`src/rtl/phase_arbiter.sv`:
```
// phase_arbiter
//   Demand-driven phase scheduler for the Thevenin/Norton intersection.
//   Sensor requests are synchronised and latched. Green is granted to one
//   phase at a time in round-robin order, with min/max green, yellow and
//   all-red clearance. All timing advances on the one-cycle 'tick' pulse.
//
// Ports
//   clk          system clock
//   clock_reset  synchronous active-high reset (all red, phase 2)
//   tick         one-clk timing pulse
//   STH/SNN/SNS  asynchronous vehicle sensors (2-flop synchronised here)
//   Semaforo_*   straight light codes   (00 red, 01 green, 10 yellow)
//   Giro_*       arrow light codes      (00 red, 01 green; never yellow)
//   phase        current phase index
//   ped_btn      pedestrian request     (PHASE_ARB_PED_EN only)
//   ped_walk     walk lamp              (PHASE_ARB_PED_EN only)
//
// Build option: define PHASE_ARB_PED_EN to add the pedestrian phase P3.
module phase_arbiter #(
    parameter int MIN_GREEN = 8,
    parameter int MAX_GREEN = 30,
    parameter int YELLOW_T  = 3,
    parameter int ALL_RED_T = 2,
    parameter int WALK_T    = 10
) (
    input  logic       clk,
    input  logic       clock_reset,
    input  logic       tick,
    input  logic       STH,
    input  logic       SNN,
    input  logic       SNS,
    output logic [1:0] Semaforo_TH,
    output logic [1:0] Semaforo_NN,
    output logic [1:0] Semaforo_NS,
    output logic [1:0] Giro_TH_izq,
    output logic [1:0] Giro_NN_izq,
    output logic [1:0] Giro_NN_der,
    output logic [1:0] phase
`ifdef PHASE_ARB_PED_EN
    ,
    input  logic       ped_btn,
    output logic       ped_walk
`endif
);

`ifdef PHASE_ARB_PED_EN
    localparam int NREQ = 4;
`else
    localparam int NREQ = 3;
`endif

    // A max below the min simply degenerates to the min.
    localparam int MAX_EFF = (MAX_GREEN < MIN_GREEN) ? MIN_GREEN : MAX_GREEN;

    localparam logic [8:0] MIN_G9     = 9'(MIN_GREEN);
    localparam logic [8:0] MAX_G9     = 9'(MAX_EFF);
    localparam logic [8:0] YELLOW_G9  = 9'(YELLOW_T);
    localparam logic [8:0] ALL_RED_G9 = 9'(ALL_RED_T);
    localparam logic [8:0] WALK_G9    = 9'(WALK_T);

    localparam logic [1:0] CODE_RED    = 2'b00;
    localparam logic [1:0] CODE_GREEN  = 2'b01;
    localparam logic [1:0] CODE_YELLOW = 2'b10;

    typedef enum logic [1:0] {
        ST_GREEN   = 2'd0,
        ST_YELLOW  = 2'd1,
        ST_ALL_RED = 2'd2
    } state_e;

    state_e          state_r, state_nxt_s;
    logic [1:0]      phase_r, phase_nxt_s, next_phase_s;
    logic [7:0]      timer_r, timer_nxt_s;
    logic [8:0]      timer_inc_s;
    logic [NREQ-1:0] req_r, req_nxt_s, req_set_s, phase_mask_s, next_mask_s;
    logic [1:0]      sth_sync_r, snn_sync_r, sns_sync_r;
    logic            sth_s, snn_s, sns_s;
    logic            own_sensor_s, other_req_s, go_yellow_s, enter_green_s;
    logic [1:0]      th_r, nn_r, ns_r, th_izq_r, nn_izq_r, nn_der_r;
    logic [1:0]      th_nxt_s, nn_nxt_s, ns_nxt_s, th_izq_nxt_s, nn_izq_nxt_s, nn_der_nxt_s;
`ifdef PHASE_ARB_PED_EN
    logic [1:0]      ped_sync_r;
    logic            walk_r, walk_nxt_s;
`endif

    // First requested phase strictly after 'cur' in cyclic order; the current
    // phase itself is considered last; no request at all selects P0.
    function automatic logic [1:0] pick_next(input logic [1:0] cur, input logic [NREQ-1:0] req);
        logic [1:0] sel;
        logic [1:0] idx;
        sel = 2'd0;
        for (int k = NREQ; k >= 1; k--) begin
            idx = 2'((int'(cur) + k) % NREQ);
            sel = req[idx] ? idx : sel;
        end
        return sel;
    endfunction

    assign sth_s = sth_sync_r[1];
    assign snn_s = snn_sync_r[1];
    assign sns_s = sns_sync_r[1];

    // Two-flop synchronisers for the asynchronous request inputs.
    always_ff @(posedge clk) begin
        if (clock_reset) begin
            sth_sync_r <= 2'b00;
            snn_sync_r <= 2'b00;
            sns_sync_r <= 2'b00;
`ifdef PHASE_ARB_PED_EN
            ped_sync_r <= 2'b00;
`endif
        end else begin
            sth_sync_r <= {sth_sync_r[0], STH};
            snn_sync_r <= {snn_sync_r[0], SNN};
            sns_sync_r <= {sns_sync_r[0], SNS};
`ifdef PHASE_ARB_PED_EN
            ped_sync_r <= {ped_sync_r[0], ped_btn};
`endif
        end
    end

    // Demand decode, own-sensor selection and green exit condition.
    always_comb begin
        req_set_s    = {NREQ{1'b0}};
        req_set_s[0] = sth_s;
        req_set_s[1] = snn_s | sns_s;
        req_set_s[2] = snn_s;
`ifdef PHASE_ARB_PED_EN
        req_set_s[3] = ped_sync_r[1];
`endif
        phase_mask_s = {{(NREQ-1){1'b0}}, 1'b1} << phase_r;
        other_req_s  = |(req_r & ~phase_mask_s);
        next_phase_s = pick_next(phase_r, req_r);
        timer_inc_s  = {1'b0, timer_r} + 9'd1;
        case (phase_r)
            2'd0:    own_sensor_s = sth_s;
            2'd1:    own_sensor_s = snn_s | sns_s;
            2'd2:    own_sensor_s = snn_s;
            default: own_sensor_s = 1'b0;
        endcase
        // The walk phase has a fixed length: no extension, no early exit.
        if (phase_r == 2'd3) begin
            go_yellow_s = (timer_inc_s >= WALK_G9);
        end else begin
            go_yellow_s = (timer_inc_s >= MIN_G9) && other_req_s &&
                          (!own_sensor_s || (timer_inc_s >= MAX_G9));
        end
    end

    // Next-state logic: state only moves on a tick; timer zeroes on each entry.
    always_comb begin
        state_nxt_s   = state_r;
        phase_nxt_s   = phase_r;
        timer_nxt_s   = timer_r;
        enter_green_s = 1'b0;
        if (tick) begin
            timer_nxt_s = (timer_r == 8'hFF) ? 8'hFF : timer_inc_s[7:0];
            case (state_r)
                ST_GREEN: begin
                    if (go_yellow_s) begin
                        state_nxt_s = ST_YELLOW;
                        timer_nxt_s = 8'd0;
                    end else begin
                        state_nxt_s = ST_GREEN;
                    end
                end
                ST_YELLOW: begin
                    if (timer_inc_s >= YELLOW_G9) begin
                        state_nxt_s = ST_ALL_RED;
                        timer_nxt_s = 8'd0;
                    end else begin
                        state_nxt_s = ST_YELLOW;
                    end
                end
                ST_ALL_RED: begin
                    if (timer_inc_s >= ALL_RED_G9) begin
                        state_nxt_s   = ST_GREEN;
                        phase_nxt_s   = next_phase_s;
                        timer_nxt_s   = 8'd0;
                        enter_green_s = 1'b1;
                    end else begin
                        state_nxt_s = ST_ALL_RED;
                    end
                end
                default: begin
                    state_nxt_s = ST_ALL_RED;
                    timer_nxt_s = 8'd0;
                end
            endcase
        end else begin
            state_nxt_s = state_r;
        end
    end

    // Request latches: the granted phase's clear wins over a same-cycle set.
    always_comb begin
        next_mask_s = {{(NREQ-1){1'b0}}, 1'b1} << phase_nxt_s;
        if (enter_green_s) begin
            req_nxt_s = (req_r | req_set_s) & ~next_mask_s;
        end else begin
            req_nxt_s = req_r | req_set_s;
        end
    end

    // Light decode from the next state so the registered lamps move with it.
    always_comb begin
        th_nxt_s     = CODE_RED;
        nn_nxt_s     = CODE_RED;
        ns_nxt_s     = CODE_RED;
        th_izq_nxt_s = CODE_RED;
        nn_izq_nxt_s = CODE_RED;
        nn_der_nxt_s = CODE_RED;
`ifdef PHASE_ARB_PED_EN
        walk_nxt_s   = 1'b0;
`endif
        case (state_nxt_s)
            ST_GREEN: begin
                case (phase_nxt_s)
                    2'd0: begin
                        th_nxt_s     = CODE_GREEN;
                        th_izq_nxt_s = CODE_GREEN;
                    end
                    2'd1: begin
                        nn_nxt_s = CODE_GREEN;
                        ns_nxt_s = CODE_GREEN;
                    end
                    2'd2: begin
                        nn_izq_nxt_s = CODE_GREEN;
                        nn_der_nxt_s = CODE_GREEN;
                    end
`ifdef PHASE_ARB_PED_EN
                    2'd3: walk_nxt_s = 1'b1;
`endif
                    default: th_nxt_s = CODE_RED;
                endcase
            end
            // Arrows go straight from green to red; only straights show yellow.
            ST_YELLOW: begin
                case (phase_nxt_s)
                    2'd0:    th_nxt_s = CODE_YELLOW;
                    2'd1: begin
                        nn_nxt_s = CODE_YELLOW;
                        ns_nxt_s = CODE_YELLOW;
                    end
                    default: th_nxt_s = CODE_RED;
                endcase
            end
            default: th_nxt_s = CODE_RED;
        endcase
    end

    // FSM state, phase, tick timer and demand latches.
    always_ff @(posedge clk) begin
        if (clock_reset) begin
            state_r <= ST_ALL_RED;
            phase_r <= 2'd2;
            timer_r <= 8'd0;
            req_r   <= {NREQ{1'b0}};
        end else begin
            state_r <= state_nxt_s;
            phase_r <= phase_nxt_s;
            timer_r <= timer_nxt_s;
            req_r   <= req_nxt_s;
        end
    end

    // Registered lamp outputs.
    always_ff @(posedge clk) begin
        if (clock_reset) begin
            th_r     <= CODE_RED;
            nn_r     <= CODE_RED;
            ns_r     <= CODE_RED;
            th_izq_r <= CODE_RED;
            nn_izq_r <= CODE_RED;
            nn_der_r <= CODE_RED;
`ifdef PHASE_ARB_PED_EN
            walk_r   <= 1'b0;
`endif
        end else begin
            th_r     <= th_nxt_s;
            nn_r     <= nn_nxt_s;
            ns_r     <= ns_nxt_s;
            th_izq_r <= th_izq_nxt_s;
            nn_izq_r <= nn_izq_nxt_s;
            nn_der_r <= nn_der_nxt_s;
`ifdef PHASE_ARB_PED_EN
            walk_r   <= walk_nxt_s;
`endif
        end
    end

    assign Semaforo_TH = th_r;
    assign Semaforo_NN = nn_r;
    assign Semaforo_NS = ns_r;
    assign Giro_TH_izq = th_izq_r;
    assign Giro_NN_izq = nn_izq_r;
    assign Giro_NN_der = nn_der_r;
    assign phase       = phase_r;
`ifdef PHASE_ARB_PED_EN
    assign ped_walk    = walk_r;
`endif

endmodule

```
`config.mk`:
```
export PLATFORM = sky130hd
export DESIGN_NAME = phase_arbiter
export DESIGN_NICKNAME = d
export VERILOG_FILES = /design/src/rtl/phase_arbiter.sv
export SDC_FILE = /design/constraint.sdc
export NUM_CORES = 1
export LEC_CHECK = 0
export ABC_AREA = 1
export CORE_ASPECT_RATIO = 1.5
export CORE_MARGIN = 3
export CORE_UTILIZATION = 45
export DETAILED_ROUTE_END_ITERATION = 6
export PLACE_DENSITY = 0.69
export SETUP_SLACK_MARGIN = 0.2
export SLEW_MARGIN = 20
export SYNTH_ARGS = -nofsm -noshare
export SYNTH_HDL_FRONTEND = slang
export SYNTH_SLANG_ARGS = --single-unit
```
`constraint.sdc`:
```
create_clock -name clk -period 1.8 [get_ports clk]
set_input_delay 0.18 -clock clk [delete_from_list [all_inputs] [get_ports clk]]
set_output_delay 0.18 -clock clk [all_outputs]
set_load 0.02 [all_outputs]
```
==> impl_metrics.ini <==
[synth]
seq_area_frac_synth = 0.3073
netlist.top_cell.by_area = dfxtp_1
ys_async_sr_fraction = 0
synth_warnings = 0
synth_edf_count = 0
synthesis.instances = 265
synth_area_leaders = dfxtp_1 31%, nand2_1 13%, inv_1 8.5%
synth-seq-cells = 27
synth_most_common_cell = nand2_1
synth_ff_type = dfxtp_1
synth.avg_cell_area_um2 = 6.638
ys_top_cells_by_count = 63 x nand2_1, 40 x inv_1, 32 x nor2_1
yosysUniqueCellTypes = 29
syn_area_um2 = 1759
synth_top_area_frac = 0.3073

[hold_path]
min_path_cells = 2
hold_class = reg2reg
hold_end = sth_sync_r[1]$_SDFF_PP0_
hold_start = sth_sync_r[0]$_SDFF_PP0_

[power]
irDropWorstVdd_uv = 625.0
pwr-share-comb = 0.317
seq_power_share = 0.449
p_switching_mw = 0.4694
p_per_area_nw_per_um2 = 586.6
p_total_mw = 1.441
power_frac_clock = 0.235
switching_share = 0.3258
p_leak_nw = 1.146
internal-power_mw = 0.9713

[flow_run]
maxCapViolCount = 0

[die]
core_um2 = 3716
fp.dieH_um = 82.58
start_util = 0.4734
ioPinCount = 20
core.rowCount = 27
die_w_um = 57.05
die_area_um2 = 4711

[timing]
rsz0062_at_grt = true
clock_skew_ns = 0.004414
max_freq_mhz = 525.8
min_period_ns = 1.902
fin_crit_sh = 1.057
setup_slack_ns = -0.1018
hold_viol = 0
finalSetupTns_ns = -0.6013
final-max-slew-violation-count = 0
setup_viol = 13

[global_route]
grt_antenna_before_repair = 0
grt_pass1_vias = 1695
grt_busiest_layer = met2
gr-usage-all-layers = 0.1963
grt_start_max_net_pins = 15
overflow = 0
grt_pass1_wl_um = 7327
use_met3 = 0.02333
grtUsageMet1 = 0.1953
use_met2 = 0.3982

[finish]
fillers = 302
diodes = 0
final_nets = 317
area_delta_synth_final_pct = 39.62
layout-drive-gt1-share = 0.3854

[critical_path]
worst-endpoint-arrival_ns = 2.12
crit_required_ns = 2.01
reg2regPathDepth = 16
r2r_end = Giro_NN_der[0]$_SDFF_PP0_
ff2ff_setup_slack_ns = -0.10
start_kind = register
r2r_start = timer_r[1]$_SDFFE_PP0P_
crit_path_end_kind = register
crit_type = reg2reg
cp_max_fo = 6

[route]
finalWirelength_um = 4304
dr.pass1.iters = 4
ant_nets = 0
dr_total_vias = 1731
vias_per_cell = 5.032
post_drt_wl_per_cell_um = 12.51
drc = 0
first_iter_violations = 44

[clocking]
clkTransAtPathRegs_ns = 0.09
cts_tree = done
cts_max_level = 1
hold_buffers = 0
cts-buffers-inserted = 3
cts_sinks = 27
clock_path_buffers = 2
clk_latency_ns = 0.27
cts_root_buf = clkbuf_8

[placement]
place_ws_ns = -0.1540
dp_hpwl_um = 3308
gp_congestion = 0.9244
port_buffers = 16

[status]
violations = setup timing
outcome = finished with violations
[stage by stage]
step	instances	hold slack (ns)	instance area, um^2	utilization
2_1_floorplan	267	0.2870	1883	-
3_3_place_gp	336	0.3890	2182	0.5872
3_5_place_dp	336	0.3953	2182	0.5872
4_1_cts	343	0.4088	2315	0.6229
5_1_grt	344	0.4220	2456	0.6609
6_report	344	0.4040	2456	0.6609
[cell type report]
class,instances,area (um^2),area share
clock buffer,4,45.04,0.01834
multi-input combinational,189,1295,0.5273
sequential,27,563.0,0.2292
inverter,42,162.7,0.06623
timing repair buffer,39,336.6,0.1370
tap,43,53.80,0.02191
[cell usage in the layout, fill, tap and decap left out, types with 2 or more instances in the layout]
cell type,instances
nor2_2,7
o21ai_2,2
o21bai_1,2
nand3_1,12
dfxtp_4,5
ha_1,5
inv_4,2
clkbuf_8,3
nand3_4,6
nor2_4,6
nor3_1,3
o21ai_1,2
dfxtp_1,19
o211ai_1,2
nand2_4,9
dfxtp_2,3
conb_1,3
ha_4,3
nand4_1,3
o21ai_0,4
a21oi_2,7
clkdlybuf4s50_1,16
nor2_1,23
a21oi_1,11
nand2_2,19
nand3_2,6
buf_4,22
inv_2,8
nand2_1,45
inv_1,32
[cell families after synthesis]
family                     after synthesis  synth area share
other                                    1          0.002132
AOI/OAI and AO/OA                       34            0.1145
buffers and inverters                   51            0.1223
and+or+nand+nor                        143            0.3898
adders and majority gates                9           0.06401
DFF                                     27            0.3073
[how the worst max path moves through the flow]
stage,from,end,slack (ns),cells past startpoint
after detailed placement,timer_r[1]$_SDFFE_PP0P_,req_r[1]$_SDFF_PP0_,-0.15,14
final,timer_r[1]$_SDFFE_PP0P_,Giro_NN_der[0]$_SDFF_PP0_,-0.10,16
after global placement,phase[1]$_SDFF_PP1_,req_r[1]$_SDFF_PP0_,-0.1,11
after floorplan,timer_r[1]$_SDFFE_PP0P_,Giro_NN_der[0]$_SDFF_PP0_,0.10,15
after CTS,timer_r[1]$_SDFFE_PP0P_,Giro_NN_der[0]$_SDFF_PP0_,-0.02,16
after global routing,timer_r[1]$_SDFFE_PP0P_,Semaforo_TH[0]$_SDFF_PP0_,-0.24,16
[sequential cells by signal, summed over array words and instances, names as in the netlist]
register and cells:
Semaforo_NS 2, phase 2, Giro_TH_izq 1, sns_sync_r 2, timer_r 8, state_r 2, sth_sync_r 2, req_r 3
Giro_NN_der 1, snn_sync_r 2, Semaforo_TH 2
[power by group through the flow]
stage | sequential (mW) | clock (mW) | combinational (mW)
5_1_grt | 0.651 | 0.369 | 0.504
3_5_place_dp | 0.661 | 0 | 0.365
4_1_cts | 0.646 | 0.360 | 0.399
6_report | 0.646 | 0.338 | 0.456
3_3_place_gp | 0.661 | 0 | 0.365
2_1_floorplan | 0.667 | 0 | 0.248
[worst max-delay path, cell delays in order (launching register included)]
cell     delay (ns)
dfxtp_4        0.40
ha_4           0.19
nand2_4        0.08
nor2_4         0.09
nand2_2        0.05
nand2_2        0.08
nand2_4        0.08
inv_2          0.06
nand3_2        0.09
buf_6          0.13
nand3_4        0.08
nand2_4        0.06
nand2_2        0.08
nand3_4        0.10
nand2_4        0.10
nand2_4        0.07
nor2_2         0.10
[routing by layer]
metal | vias up | wire, um
li1 | 898 | -
met1 | 795 | 1590
met2 | 27 | 2463
met3 | 11 | 113
met4 | 0 | 137
met5 | - | 0
[repair_timing]
item | 4_1_cts | 5_1_grt
resized for setup | 16 | 38
setup endpoints to repair | 21 | 21
pin swaps | 17 | 17
hold endpoints to repair | 0 | 0
setup buffers | 3 | 1
No activity file was read; power rests on OpenSTA's default activity.
